$ cat src/rtl/instr_fetch_pkg.sv
// Shared CPU definitions for the fetch stage: FSM encodings, reset PC and
// instruction field positions.
package instr_fetch_pkg;

    typedef enum logic [1:0] {
        ST_FETCH = 2'd0,
        ST_EXEC  = 2'd1,
        ST_ERROR = 2'd2
    } fetch_state_e;

    localparam logic [31:0] RESET_PC_DEFAULT = 32'h0000_0000;

    localparam int OP_MSB       = 31;
    localparam int OP_LSB       = 26;
    localparam int FUNC_MSB     = 5;
    localparam int FUNC_LSB     = 0;
    localparam int IMM16_MSB    = 15;
    localparam int IMM16_LSB    = 0;
    localparam int TARGET26_MSB = 25;
    localparam int TARGET26_LSB = 0;

    function automatic logic [31:0] word_align(input logic [31:0] addr);
        return {addr[31:2], 2'b00};
    endfunction

endpackage

$ cat src/rtl/instr_fetch_next_pc.sv
// Next fetch address: jump beats a taken branch, which beats pc + 4.
// All arithmetic wraps modulo 2^32 and the result is always word aligned.
module next_pc
    import instr_fetch_pkg::*;
(
    input  logic [31:0] pc,
    input  logic [31:0] instr,
    input  logic        Branch,
    input  logic        Zero,
    input  logic        Jump,
    output logic [31:0] npc
);

    logic [31:0] pc4;
    logic [31:0] imm_ext;
    logic [31:0] br_target;
    logic [31:0] j_target;
    logic        unused_opcode;

    assign unused_opcode = ^instr[OP_MSB:OP_LSB];

    always_comb begin
        pc4       = pc + 32'd4;
        imm_ext   = {{16{instr[IMM16_MSB]}}, instr[IMM16_MSB:IMM16_LSB]};
        br_target = pc4 + (imm_ext << 2);
        j_target  = {pc4[31:28], instr[TARGET26_MSB:TARGET26_LSB], 2'b00};
        npc       = word_align(pc4);
        if (Jump) begin
            npc = word_align(j_target);
        end else if (Branch && Zero) begin
            npc = word_align(br_target);
        end
    end

endmodule

$ cat src/rtl/instr_fetch.sv
// Instruction fetch stage: requests one word, holds it for execute (with
// stall), then steps the PC. A memory that never answers parks the FSM in ERROR.
module instr_fetch
    import instr_fetch_pkg::*;
#(
    parameter logic [31:0] RESET_PC     = RESET_PC_DEFAULT,
    parameter logic [7:0]  IMEM_TIMEOUT = 8'd255
) (
    input  logic        clk,
    input  logic        rst_n,
    output logic        imem_req,
    output logic [31:0] imem_addr,
    input  logic        imem_ack,
    input  logic [31:0] imem_rdata,
    input  logic        stall,
    input  logic        Branch,
    input  logic        Zero,
    input  logic        Jump,
    output logic [31:0] instr,
    output logic [5:0]  op,
    output logic [5:0]  func,
    output logic [31:0] pc,
    output logic        instr_valid,
    output logic        fetch_err,
    output logic [1:0]  state_dbg
);

    fetch_state_e state_q;
    logic [31:0]  pc_q;
    logic [31:0]  fetch_addr_q;
    logic [31:0]  instr_q;
    logic [31:0]  npc_d;
    logic [7:0]   wait_q;
    logic [7:0]   wait_d;
    logic         req_q;
    logic         valid_q;
    logic         err_q;

    next_pc u_next_pc (
        .pc     (pc_q),
        .instr  (instr_q),
        .Branch (Branch),
        .Zero   (Zero),
        .Jump   (Jump),
        .npc    (npc_d)
    );

    assign wait_d = wait_q + 8'd1;

    // Handshake: a read completes on any cycle where imem_req and imem_ack are
    // both high; the address is held and imem_req stays up until that cycle.
    always_ff @(posedge clk or negedge rst_n) begin
        if (!rst_n) begin
            state_q      <= ST_FETCH;
            pc_q         <= word_align(RESET_PC);
            fetch_addr_q <= word_align(RESET_PC);
            instr_q      <= 32'h0;
            wait_q       <= 8'd0;
            req_q        <= 1'b0;
            valid_q      <= 1'b0;
            err_q        <= 1'b0;
        end else begin
            case (state_q)
                ST_FETCH: begin
                    if (!req_q) begin
                        // first cycle out of reset: raise the request
                        req_q <= 1'b1;
                    end else if (imem_ack) begin
                        instr_q <= imem_rdata;
                        pc_q    <= fetch_addr_q;
                        wait_q  <= 8'd0;
                        req_q   <= 1'b0;
                        valid_q <= 1'b1;
                        state_q <= ST_EXEC;
                    end else if (wait_d >= IMEM_TIMEOUT) begin
                        req_q   <= 1'b0;
                        err_q   <= 1'b1;
                        state_q <= ST_ERROR;
                    end else begin
                        wait_q <= wait_d;
                    end
                end
                ST_EXEC: begin
                    if (!stall) begin
                        fetch_addr_q <= npc_d;
                        valid_q      <= 1'b0;
                        req_q        <= 1'b1;
                        state_q      <= ST_FETCH;
                    end
                end
                ST_ERROR: begin
                    req_q   <= 1'b0;
                    valid_q <= 1'b0;
                    err_q   <= 1'b1;
                end
                default: begin
                    req_q   <= 1'b0;
                    valid_q <= 1'b0;
                    err_q   <= 1'b1;
                    state_q <= ST_ERROR;
                end
            endcase
        end
    end

    assign imem_req    = req_q;
    assign imem_addr   = fetch_addr_q;
    assign instr       = instr_q;
    assign op          = instr_q[OP_MSB:OP_LSB];
    assign func        = instr_q[FUNC_MSB:FUNC_LSB];
    assign pc          = pc_q;
    assign instr_valid = valid_q;
    assign fetch_err   = err_q;
    assign state_dbg   = state_q;

endmodule

$ cat config.mk
export PLATFORM = sky130hd
export DESIGN_NAME = instr_fetch
export DESIGN_NICKNAME = d
export VERILOG_FILES = /design/src/rtl/instr_fetch_pkg.sv /design/src/rtl/instr_fetch_next_pc.sv /design/src/rtl/instr_fetch.sv
export SDC_FILE = /design/constraint.sdc
export NUM_CORES = 1
export LEC_CHECK = 0
export ABC_AREA = 0
export BUFFER_PORTS_ARGS = -buffer_cell sky130_fd_sc_hd__buf_4
export CAP_MARGIN = 20
export CORE_MARGIN = 1.5
export CORE_UTILIZATION = 56
export CTS_CLUSTER_SIZE = 12
export DETAILED_ROUTE_END_ITERATION = 12
export GPL_ROUTABILITY_DRIVEN = 0
export PLACE_DENSITY_LB_ADDON = 0.2
export RECOVER_POWER = 100
export SETUP_SLACK_MARGIN = 0.02
export SLEW_MARGIN = 20
export SYNTH_ARGS = -nofsm -noshare
export SYNTH_HDL_FRONTEND = slang
export SYNTH_SLANG_ARGS = --single-unit
$ cat constraint.sdc
create_clock -name clk -period 7.75 [get_ports clk]
set_clock_uncertainty 0.2 [all_clocks]
set_input_delay 1.55 -clock clk [delete_from_list [all_inputs] [get_ports clk]]
set_output_delay 1.55 -clock clk [all_outputs]
set_load 0.005 [all_outputs]
==> impl_metrics.yaml <==
sta:
  fin_setup_tns_ns: 0
  max_slew_margin_pct: -79.5
  setup_ws_ns: 2.46
  setup_violations: 0
  max_freq_ghz: 0.189
  min_period_ns: 5.29
  period_share_pct: 68.3
  maxSlewViolCount: 122
  fin_hold_ws_ns: 0.292
  finalHoldViolations: 0
  rsz0062_at_grt: "false"
  tightest_slew_ns: 2.69
run_status:
  status: "finished, violations left"
  violations: "capacitance limit, slew limit"
worst_setup_path:
  ff2ff_setup_slack_ns: 3.11
  crit_chain: "clkbuf_1 > and2_0 > clkbuf_1 > mux2_2"
  worstSetupEndpointType: "flip-flop"
  cpPeakStageDelay_ns: 1.56
  r2r_end: "pc[9]"
  slowest_stage: "and2_0"
  required_ns: 7.79
  reg2reg_from: "state_dbg[0]"
  crit_top_cell: "clkbuf_1"
  arrival_ns: 5.33
  worst-setup-path-type: "in2reg"
  critPathLaunchType: "input port"
  r2r_cells: 5
  worstPathMaxFanout: 35
pwr:
  peakVddDrop_v: 0.000235
  powerDensity_nw_per_um2: 467
  leakage_nw: 3.69
clocking:
  cts_hold_buffers: 0
  cts.clk_slew.worst_paths_ns: 0.07
  cts_root_buf: "clkbuf_16"
  htree_levels: 3
  post_cts.repair.setup_buffers: 0
  clock_latency_ns: 0.36
  cts_sinks: 105
  clock_path_buffers: 2
  cts_inserted_buffers: 9
  cts-resized-gates: 0
  cts_tree: "yes"
floorplan:
  row_count: 40
  initial_core_util_pct: 57.8
  boundaryPins: 152
  die_w_um: 115
  dieArea_um2: 13100
  coreArea_um2: 12100
  die_h_um: 115
yosys:
  yosysTopAreaCell: "dfrtp_1"
  synth_cell_types: 67
  yosysWarnings: 0
  synth_flop_cell: "dfrtp_1"
  synth-edff-count: 0
  ys_async_sr_fraction_pct: 100
  synthCells: 746
  synth_area_per_cell_um2: 9.35
  synth_area_um2: 6980
  synth.top_cells.by_area: "dfrtp_1 (38%), mux2_2 (9.4%), ha_1 (7.0%)"
  synth_top_area_share_pct: 37.7
  yosys_register_bits: 105
  ys_seq_area_share_pct: 37.7
min_path:
  hold-path-cell-count: 1
  holdPathEnd: "fetch_err"
  hold_class: "reg2reg"
  hp-start: "fetch_err"
routing:
  drc: 0
  ant_nets: 0
  viasPerCell: 6.04
  wire_per_inst_um: 17.9
  dr.pass1.iters: 6
  totalWireLength_mm: 18.5
  drt_iter0_markers: 451
  num_vias: 6259
placement:
  dpl-instance-area_um2: 8080
  place_ws_ns: 3.94
  hpwl_mm: 13.7
  portBuffers: 147
layout:
  area_growth_pct: 18.7
  fin_area_um2: 8280
  mostFrequentLayoutCells: "dfrtp_1 (105), clkbuf_4 (105), nand2_1 (89)"
  antennaDiodeCount: 0
  drive_gt1_share_pct: 26.6
  utilization_pct: 68.7
  final_nets: 943
global_route:
  grt_pass1_wl_mm: 29.7
  gr-usage-all-layers_pct: 28.8
  antenna_found_initial: 0
  first_global_vias: 5946
  grt_max_degree: 56
  gr-total-overflow: 0
job:
  max-cap-violations: 3
==> metal layers <==
metal / wire length [µm] / GRT usage [%]
met4: 629 / 12.9
met2: 8530 / 44.7
met1: 7860 / 38.7
met3: 1500 / 6.25
met5: 0 / 0
==> per-stage QoR <==
| stage | cells | total power [W] |
|---|---|---|
| detailed placement | 1021 | 0.00344 |
| global route | 1036 | 0.00415 |
| finish | 1036 | 0.00387 |
| floorplan | 749 | 0.00266 |
| global placement | 1021 | 0.00338 |
| CTS | 1036 | 0.00392 |
==> worst max-delay path: cells and delay by family <==
kind	cells	cell delay, ns
buf+inv	2	1.73
simple gates	1	1.56
mux	1	0.45
==> worst max path at each step <==
stage / start / end / depth (start not counted)
floorplan: pc[9] / imem_addr[29] / 14
global placement: Jump / imem_addr[18] / 5
detailed placement: pc[2] / imem_addr[29] / 14
CTS: pc[4] / imem_addr[29] / 14
global route: imem_ack / pc[11] / 4
finish: imem_ack / pc[9] / 4
==> final cells by class <==
type,count,area [µm²]
tap,168,210
timing repair buffer,151,1100
sequential,105,2630
clock inverter,5,56.3
inverter,15,56.3
multi-input combinational,582,4000
fill,981,3780
clock buffer,10,239
==> cells in the mapped netlist (all sizes together), types with 4 or more instances <==
| master | count |
|---|---|
| inv | 15 |
| o22ai | 4 |
| a21o | 11 |
| a21oi | 47 |
| nor2 | 44 |
| nor3 | 9 |
| ha | 39 |
| o21bai | 7 |
| dfrtp | 105 |
| nand2 | 90 |
| nand4 | 16 |
| xnor2 | 40 |
| clkbuf | 17 |
| nand2b | 4 |
| xor2 | 13 |
| o21ai | 63 |
| mux2 | 58 |
| o211ai | 10 |
| and3 | 16 |
| a31oi | 12 |
| o31ai | 4 |
| a211oi | 9 |
| buf | 30 |
| nand3 | 25 |
| and2 | 7 |
| or3 | 9 |
==> flip-flops by register name, indices dropped and copies added, names as in the netlist <==
signal,flops
pc,30
state_dbg,2
instr_valid,1
wait_q,8
instr,32
imem_req,1
fetch_err,1
imem_addr,30
==> kinds of logic after synthesis <==
logic type | count (synthesis) | share of synthesized area [%]
and+or+nand+nor | 232 | 16.3
AOI/OAI and AO/OA | 193 | 17.8
DFF | 105 | 37.7
buffers and inverters | 62 | 4.41
muxes | 60 | 9.65
other | 1 | 0.0538
xor gates and xnor gates | 53 | 6.87
adders and majority gates | 40 | 7.28
==> power by group <==
part / switching (W) / internal, W / leakage, nW
Clock: 0.000201 / 0.000257 / 0.144
Combinational: 0.00118 / 0.00112 / 2.28
Sequential: 0.000315 / 0.000795 / 1.27
Total: 0.00170 / 0.00217 / 3.69
Note: power is estimated with default switching activity, not from simulation.
